### config.mk
export PLATFORM = sky130hd
export DESIGN_NAME = prefetch_cache_control
export DESIGN_NICKNAME = d
export VERILOG_FILES = /design/src/rtl/prefetch_cache_pkg.sv /design/src/rtl/prefetch_cache_control.sv
export SDC_FILE = /design/constraint.sdc
export NUM_CORES = 1
export LEC_CHECK = 0
export BUFFER_PORTS_ARGS = -buffer_cell sky130_fd_sc_hd__buf_2
export CAP_MARGIN = 5
export CORE_MARGIN = 1.5
export CORE_UTILIZATION = 43
export CTS_CLUSTER_DIAMETER = 120
export DETAILED_ROUTE_END_ITERATION = 10
export GPL_ROUTABILITY_DRIVEN = 1
export PLACE_DENSITY_LB_ADDON = 0.3
export SLEW_MARGIN = 20
export SYNTH_ARGS = -nofsm -noshare
export SYNTH_HDL_FRONTEND = slang
export SYNTH_SLANG_ARGS = --single-unit
export TNS_END_PERCENT = 50
### constraint.sdc
create_clock -name clk -period 1.94 [get_ports clk]
set_input_delay 0.582 -clock clk [delete_from_list [all_inputs] [get_ports clk]]
set_output_delay 0.582 -clock clk [all_outputs]
set_load 0.005 [all_outputs]
### src/rtl/prefetch_cache_pkg.sv
// -----------------------------------------------------------------------------
// prefetch_cache_pkg
// Shared definitions for the two-way cache controller with prefetch-fill
// support: controller state encoding and the mux-select encodings the
// controller drives toward the cache datapath.
// -----------------------------------------------------------------------------
package prefetch_cache_pkg;

    // Controller states. CPU path: IDLE -> CHECK -> (WB) -> FILL -> CHECK.
    // Prefetch path: IDLE -> PF_CHECK -> (PF_WB) -> PF_FILL -> IDLE.
    typedef enum logic [2:0] {
        IDLE     = 3'd0,
        CHECK    = 3'd1,
        WB       = 3'd2,
        FILL     = 3'd3,
        PF_CHECK = 3'd4,
        PF_WB    = 3'd5,
        PF_FILL  = 3'd6
    } state_t;

    // data_in_sel: source of the line written into the data arrays
    localparam logic [1:0] DIN_PMEM = 2'b00;
    localparam logic [1:0] DIN_CPU  = 2'b01;
    localparam logic [1:0] DIN_PF   = 2'b11;

    // wr_en_data_N_sel: data-array write enable mode per way
    localparam logic [1:0] WREN_NONE = 2'b00;
    localparam logic [1:0] WREN_LINE = 2'b01;
    localparam logic [1:0] WREN_BYTE = 2'b10;

    // pmem_addr_sel: address presented to the cacheline adapter
    localparam logic PADDR_VICTIM = 1'b0;
    localparam logic PADDR_REQ    = 1'b1;

endpackage

### src/rtl/prefetch_cache_control.sv
// -----------------------------------------------------------------------------
// prefetch_cache_control
// Control FSM for a two-way set-associative cache that also installs lines
// handed over by a prefetcher. CPU requests and prefetch installs are
// arbitrated in IDLE; a starve counter bounds how many CPU grants may pass a
// pending prefetch.
//
// Ports
//   clk, rst               clock (rising edge), async active-low reset
//   mem_read/mem_write     CPU request (held until mem_resp)
//   mem_resp               CPU request complete pulse
//   pmem_read/pmem_write   fill / writeback requests to the cacheline adapter
//   pmem_resp              adapter completion pulse
//   miss, dirty_out, way   datapath lookup results (way = hit way or victim)
//   prefetch_ready         prefetcher holds a line, held until prefetch_ack
//   prefetch_ack           prefetched line consumed or dropped pulse
//   data_in_sel, pmem_addr_sel, wr_en_data_{0,1}_sel, dirty_in, valid_in,
//   ld_dirty_*, ld_valid_*, ld_tag_*, ld_lru, index_sel, tag_sel
//                          datapath controls
// -----------------------------------------------------------------------------
module prefetch_cache_control
    import prefetch_cache_pkg::*;
#(
    parameter int unsigned PF_STARVE_LIMIT = 4
) (
    input  logic       clk,
    input  logic       rst,
    input  logic       mem_read,
    input  logic       mem_write,
    output logic       mem_resp,
    output logic       pmem_read,
    output logic       pmem_write,
    input  logic       pmem_resp,
    input  logic       miss,
    input  logic       dirty_out,
    input  logic       way,
    input  logic       prefetch_ready,
    output logic       prefetch_ack,
    output logic [1:0] data_in_sel,
    output logic       pmem_addr_sel,
    output logic [1:0] wr_en_data_0_sel,
    output logic [1:0] wr_en_data_1_sel,
    output logic       dirty_in,
    output logic       valid_in,
    output logic       ld_dirty_0,
    output logic       ld_dirty_1,
    output logic       ld_valid_0,
    output logic       ld_valid_1,
    output logic       ld_tag_0,
    output logic       ld_tag_1,
    output logic       ld_lru,
    output logic       index_sel,
    output logic       tag_sel
);

    localparam int unsigned    CNT_W   = $clog2(PF_STARVE_LIMIT + 1);
    localparam logic [CNT_W-1:0] LIMIT_C = CNT_W'(PF_STARVE_LIMIT);

    state_t           r_state;
    state_t           w_next_state;
    logic [CNT_W-1:0] r_starve_cnt;
    logic             w_cpu_req;
    logic             w_grant_cpu;
    logic             w_grant_pf;

    assign w_cpu_req   = mem_read | mem_write;
    assign w_grant_cpu = (r_state == IDLE) && (w_next_state == CHECK);
    assign w_grant_pf  = (r_state == IDLE) && (w_next_state == PF_CHECK);

    // State register
    always_ff @(posedge clk or negedge rst) begin
        if (!rst) begin
            r_state <= IDLE;
        end else begin
            r_state <= w_next_state;
        end
    end

    // Starve counter: counts CPU grants taken while a prefetch waits
    always_ff @(posedge clk or negedge rst) begin
        if (!rst) begin
            r_starve_cnt <= {CNT_W{1'b0}};
        end else if (w_grant_cpu && prefetch_ready) begin
            if (r_starve_cnt != LIMIT_C) begin
                r_starve_cnt <= r_starve_cnt + CNT_W'(1);
            end else begin
                r_starve_cnt <= r_starve_cnt;
            end
        end else if (w_grant_pf || !prefetch_ready) begin
            r_starve_cnt <= {CNT_W{1'b0}};
        end else begin
            r_starve_cnt <= r_starve_cnt;
        end
    end

    // Next-state logic
    always_comb begin
        w_next_state = r_state;
        case (r_state)
            IDLE: begin
                // CPU wins unless a prefetch has already been passed over too often
                if (w_cpu_req && (!prefetch_ready || (r_starve_cnt < LIMIT_C))) begin
                    w_next_state = CHECK;
                end else if (prefetch_ready) begin
                    w_next_state = PF_CHECK;
                end else begin
                    w_next_state = IDLE;
                end
            end
            CHECK: begin
                if (!miss) begin
                    w_next_state = IDLE;
                end else if (dirty_out) begin
                    w_next_state = WB;
                end else begin
                    w_next_state = FILL;
                end
            end
            WB: begin
                if (pmem_resp) begin
                    w_next_state = FILL;
                end else begin
                    w_next_state = WB;
                end
            end
            FILL: begin
                // Return to CHECK so the request completes as a normal hit
                if (pmem_resp) begin
                    w_next_state = CHECK;
                end else begin
                    w_next_state = FILL;
                end
            end
            PF_CHECK: begin
                if (!miss) begin
                    w_next_state = IDLE;
                end else if (dirty_out) begin
                    w_next_state = PF_WB;
                end else begin
                    w_next_state = PF_FILL;
                end
            end
            PF_WB: begin
                if (pmem_resp) begin
                    w_next_state = PF_FILL;
                end else begin
                    w_next_state = PF_WB;
                end
            end
            PF_FILL: begin
                w_next_state = IDLE;
            end
            default: begin
                w_next_state = IDLE;
            end
        endcase
    end

    // Output decode; everything is forced low while reset is asserted so no
    // array load can fire in the reset cycle
    always_comb begin
        mem_resp         = 1'b0;
        pmem_read        = 1'b0;
        pmem_write       = 1'b0;
        prefetch_ack     = 1'b0;
        data_in_sel      = DIN_PMEM;
        pmem_addr_sel    = PADDR_VICTIM;
        wr_en_data_0_sel = WREN_NONE;
        wr_en_data_1_sel = WREN_NONE;
        dirty_in         = 1'b0;
        valid_in         = 1'b0;
        ld_dirty_0       = 1'b0;
        ld_dirty_1       = 1'b0;
        ld_valid_0       = 1'b0;
        ld_valid_1       = 1'b0;
        ld_tag_0         = 1'b0;
        ld_tag_1         = 1'b0;
        ld_lru           = 1'b0;
        index_sel        = 1'b0;
        tag_sel          = 1'b0;
        if (rst) begin
            case (r_state)
                IDLE: begin
                    mem_resp = 1'b0;
                end
                CHECK: begin
                    if (!miss) begin
                        mem_resp = 1'b1;
                        ld_lru   = 1'b1;
                        if (mem_write) begin
                            data_in_sel = DIN_CPU;
                            dirty_in    = 1'b1;
                            if (way) begin
                                wr_en_data_1_sel = WREN_BYTE;
                                ld_dirty_1       = 1'b1;
                            end else begin
                                wr_en_data_0_sel = WREN_BYTE;
                                ld_dirty_0       = 1'b1;
                            end
                        end else begin
                            data_in_sel = DIN_PMEM;
                        end
                    end else begin
                        mem_resp = 1'b0;
                    end
                end
                WB: begin
                    pmem_write    = 1'b1;
                    pmem_addr_sel = PADDR_VICTIM;
                end
                FILL: begin
                    pmem_read     = 1'b1;
                    pmem_addr_sel = PADDR_REQ;
                    if (pmem_resp) begin
                        data_in_sel = DIN_PMEM;
                        valid_in    = 1'b1;
                        dirty_in    = 1'b0;
                        if (way) begin
                            wr_en_data_1_sel = WREN_LINE;
                            ld_tag_1         = 1'b1;
                            ld_valid_1       = 1'b1;
                            ld_dirty_1       = 1'b1;
                        end else begin
                            wr_en_data_0_sel = WREN_LINE;
                            ld_tag_0         = 1'b1;
                            ld_valid_0       = 1'b1;
                            ld_dirty_0       = 1'b1;
                        end
                    end else begin
                        valid_in = 1'b0;
                    end
                end
                PF_CHECK: begin
                    index_sel = 1'b1;
                    tag_sel   = 1'b1;
                    // Line already present: drop the prefetch without touching arrays
                    if (!miss) begin
                        prefetch_ack = 1'b1;
                    end else begin
                        prefetch_ack = 1'b0;
                    end
                end
                PF_WB: begin
                    index_sel     = 1'b1;
                    tag_sel       = 1'b1;
                    pmem_write    = 1'b1;
                    pmem_addr_sel = PADDR_VICTIM;
                end
                PF_FILL: begin
                    // No LRU update: the prefetched line stays eligible for eviction
                    index_sel    = 1'b1;
                    tag_sel      = 1'b1;
                    data_in_sel  = DIN_PF;
                    valid_in     = 1'b1;
                    dirty_in     = 1'b0;
                    prefetch_ack = 1'b1;
                    if (way) begin
                        wr_en_data_1_sel = WREN_LINE;
                        ld_tag_1         = 1'b1;
                        ld_valid_1       = 1'b1;
                        ld_dirty_1       = 1'b1;
                    end else begin
                        wr_en_data_0_sel = WREN_LINE;
                        ld_tag_0         = 1'b1;
                        ld_valid_0       = 1'b1;
                        ld_dirty_0       = 1'b1;
                    end
                end
                default: begin
                    mem_resp = 1'b0;
                end
            endcase
        end else begin
            mem_resp = 1'b0;
        end
    end

endmodule

==> summary.txt <==
Synth
  – Syn. warnings: 0
  – Synth cell types: 32
  – Mapped Area: 593 µm²
  – Post-Syn Instances: 75
  – #FFs+latches synth: 6
  – Post-Syn Nets: 86
  – Avg Inst Size Synth: 7.91 µm²
  – Sequential fraction of the synthesis area: 25.3%

Pwr
  – Combinational power share: 58.0%
  – Total power: 810 µW
  – Clock share of power: 15.0%
  – Max VDD drop: 0.000576 V
  – Sw Pwr: 331 µW
  – Internal Power: 479 µW
  – Flop pwr share: 27.0%
  – Switch share: 40.9%
  – Power Density: 975 nW/µm²
  – Static leakage: 0.453 nW

CTS
  – Root buffer cell: clkbuf_4
  – Hold_buf cts: 0
  – CTS Buf Count: 3
  – Clock Latency Late Sink: 0.25 ns
  – Worst-path clk slew: 0.05 ns
  – Max Root-Sink Buffers: 2
  – CTS tree: yes
  – H-tree Lvls: 1
  – Clk sinks: 6

Die
  – Die Y: 40.1 µm
  – Total die area: 1610 µm²
  – Row count: 13
  – Die W: 40.1 µm
  – Initial Util: 46.2%
  – Core ar.: 1280 µm²
  – # IOs: 31

Run
  – Maxcap violations: 0

Critical path
  – Required @ worst endpoint: 1.36 ns
  – CP max stage delay: 0.44 ns
  – CP endpoint kind: output pin
  – CP Class: reg2out
  – Crit Path Max Fanout: 5
  – Worst path cell trace: nand3b_1 -> a21o_1 -> inv_2 -> and2_4 -> buf_6
  – Arrival @ worst endpoint: 1.37 ns
  – CP max-delay cell: dfrtp_2
  – Type of origin of the critical path: register

Placement
  – Dpl hpwl: 1020 µm
  – # port buffers: 30
  – Dpl cells: 119
  – Setup WS pre-CTS: 0.0282 ns
  – Placed Instance Area: 754 µm²
  – Placer Congestion: 0.795

Cells and area
  – Multi-input gate area: 387 µm²
  – Non-filler cells, final: 124
  – Final core occ: 64.7%
  – Layout Area Growth over Synthesis: 40.1%
  – Most common cell after layout, fill and taps aside: buf_2
  – Fill cells: 111
  – Post-route cell area: 831 µm²
  – Share of layout cells above drive strength 1: 49.5%
  – Commonest non-fill, non-tap cells in the layout: buf_2 (28), buf_4 (9), nand2_1 (7), nor2_1 (7), a21oi_1 (5)
  – N_diodes: 0
  – Final net count: 122
  – Sequential Area: 154 µm²

Detailed routing
  – DR iter-0 viols: 9
  – DRT antenna net count: 0
  – Via density: 5.20
  – Number of remaining DRC errors: 0
  – 1st-pass router iterations: 4
  – DRT Wirelength: 1390 µm
  – Routed vias: 645
  – Routed len/inst: 11.2 µm

Timing
  – Unrepaired setup endpoints after global routing: true
  – Clock skew: 0.00474 ns
  – Total negative slack: -0.0229 ns
  – Fin. Hold Viols: 0
  – Fin crit period: 1.95 ns
  – Max Freq: 512 MHz
  – Final period util: 101%
  – Worst slew pin tran: 0.245 ns
  – Setup violators final: 2
  – Setup ws final: -0.0114 ns
  – Normalized max-slew margin: 83.6%
  – Max-slew violations: 0
  – Hold slack: 0.254 ns

Min path
  – Hold crit path type: in2async

Global routing
  – Initial antenna violation count: 0
  – Largest net degree at the start of global routing: 12
  – GR Util All Layers: 20.1%
  – GRT Residual Overflow: 0
  – Global-route wire length before repair: 2130 µm
  – Vias in the first global route: 489

Status
  – Failing checks: negative setup slack
  – Status: finished with violations
[worst max-delay path: cells and delay by family (launching register included)]
| kind | cells | cell delay (ns) |
|---|---|---|
| AOI/OAI and AO/OA | 1 | 0.21 |
| buffers and inverters | 2 | 0.15 |
| DFF | 1 | 0.44 |
| and+or+nand+nor | 2 | 0.32 |
[state kept, by name, indices dropped and copies added (netlist names)]
| signal | count |
|---|---|
| r_starve_cnt | 3 |
| r_state | 3 |
[synth_stat cells (all sizes together)]
master / n / share of area (%)
nor3b: 2 / 2.5
inv: 5 / 3.2
o311a: 1 / 1.7
buf: 8 / 10
o31ai: 1 / 1.3
and2: 2 / 2.1
dfrtp: 6 / 25
nand3b: 2 / 2.5
a2bb2oi: 1 / 2.5
nand2b: 2 / 2.1
o21a: 1 / 1.3
nand3: 2 / 1.7
o22ai: 1 / 1.1
a21o: 1 / 1.3
a21oi: 5 / 4.2
a21boi: 4 / 5.7
or3: 1 / 1.1
and3: 2 / 2.1
a211oi: 1 / 1.3
nand2: 7 / 4.4
nor2b: 2 / 2.1
o21ai: 3 / 2.5
mux2: 1 / 1.9
nand4: 1 / 1.1
and3b: 1 / 1.5
ha: 2 / 4.2
or4b: 1 / 1.7
nand4b: 1 / 1.5
nor3: 1 / 1.7
nor2: 7 / 4.4
[path summary, 6_finish.rpt]
path,slack (ns),to,depth (start not counted),from
max in group asynchronous,1.56,r_state[2],2,rst
min in group clk,0.54,r_starve_cnt[0],2,r_starve_cnt[0]
setup / recovery,-0.01,ld_valid_1,5,r_state[2]
hold reg to reg,0.54,r_starve_cnt[0],2,r_starve_cnt[0]
hold / removal,0.25,r_state[1],2,rst
setup reg to reg,0.47,r_state[2],4,r_state[0]
[power by group through the flow]
stage                     Clock, mW  Combinational, mW  Sequential, mW
after floorplan                   0              0.313           0.196
after global placement            0              0.402           0.207
after detailed placement          0              0.412           0.207
after CTS                     0.123              0.450           0.210
after global routing          0.134              0.534           0.224
final                         0.121              0.470           0.218
[cell families (layout without fill, tap and decap cells)]
logic type | count (synthesis) | in the layout | share of synthesized area (%)
AOI/OAI and AO/OA | 19 | 19 | 22.8
adders and majority gates | 2 | 2 | 4.22
buffers and inverters | 13 | 47 | 13.3
DFF | 6 | 6 | 25.3
muxes | 1 | 1 | 1.90
and+or+nand+nor | 34 | 34 | 32.5
[per-layer routing]
metal / routed length [µm] / GRT usage (%) / up-vias
li1: - / - / 327
met2: 655 / 30.6 / 20
met4: 14 / 7.76 / 0
met1: 637 / 26.9 / 296
met3: 80 / 5.00 / 2
met5: 0 / 0 / -
[cell type report]
| cell class | instances | area share [%] |
|---|---|---|
| clock buffer | 3 | 2.71 |
| inverter | 5 | 2.26 |
| multi-input combinational | 56 | 46.5 |
| sequential | 6 | 18.5 |
| tap | 15 | 2.26 |
| timing repair buffer | 39 | 27.7 |
[repair_timing]
action	CTS	global route
gates resized for setup	5	5
hold endpoints to repair	0	0
setup buffers	1	1
endpoints found under the setup margin	10	11
pin swaps	2	3
Note: power is estimated with default switching activity, not from simulation.
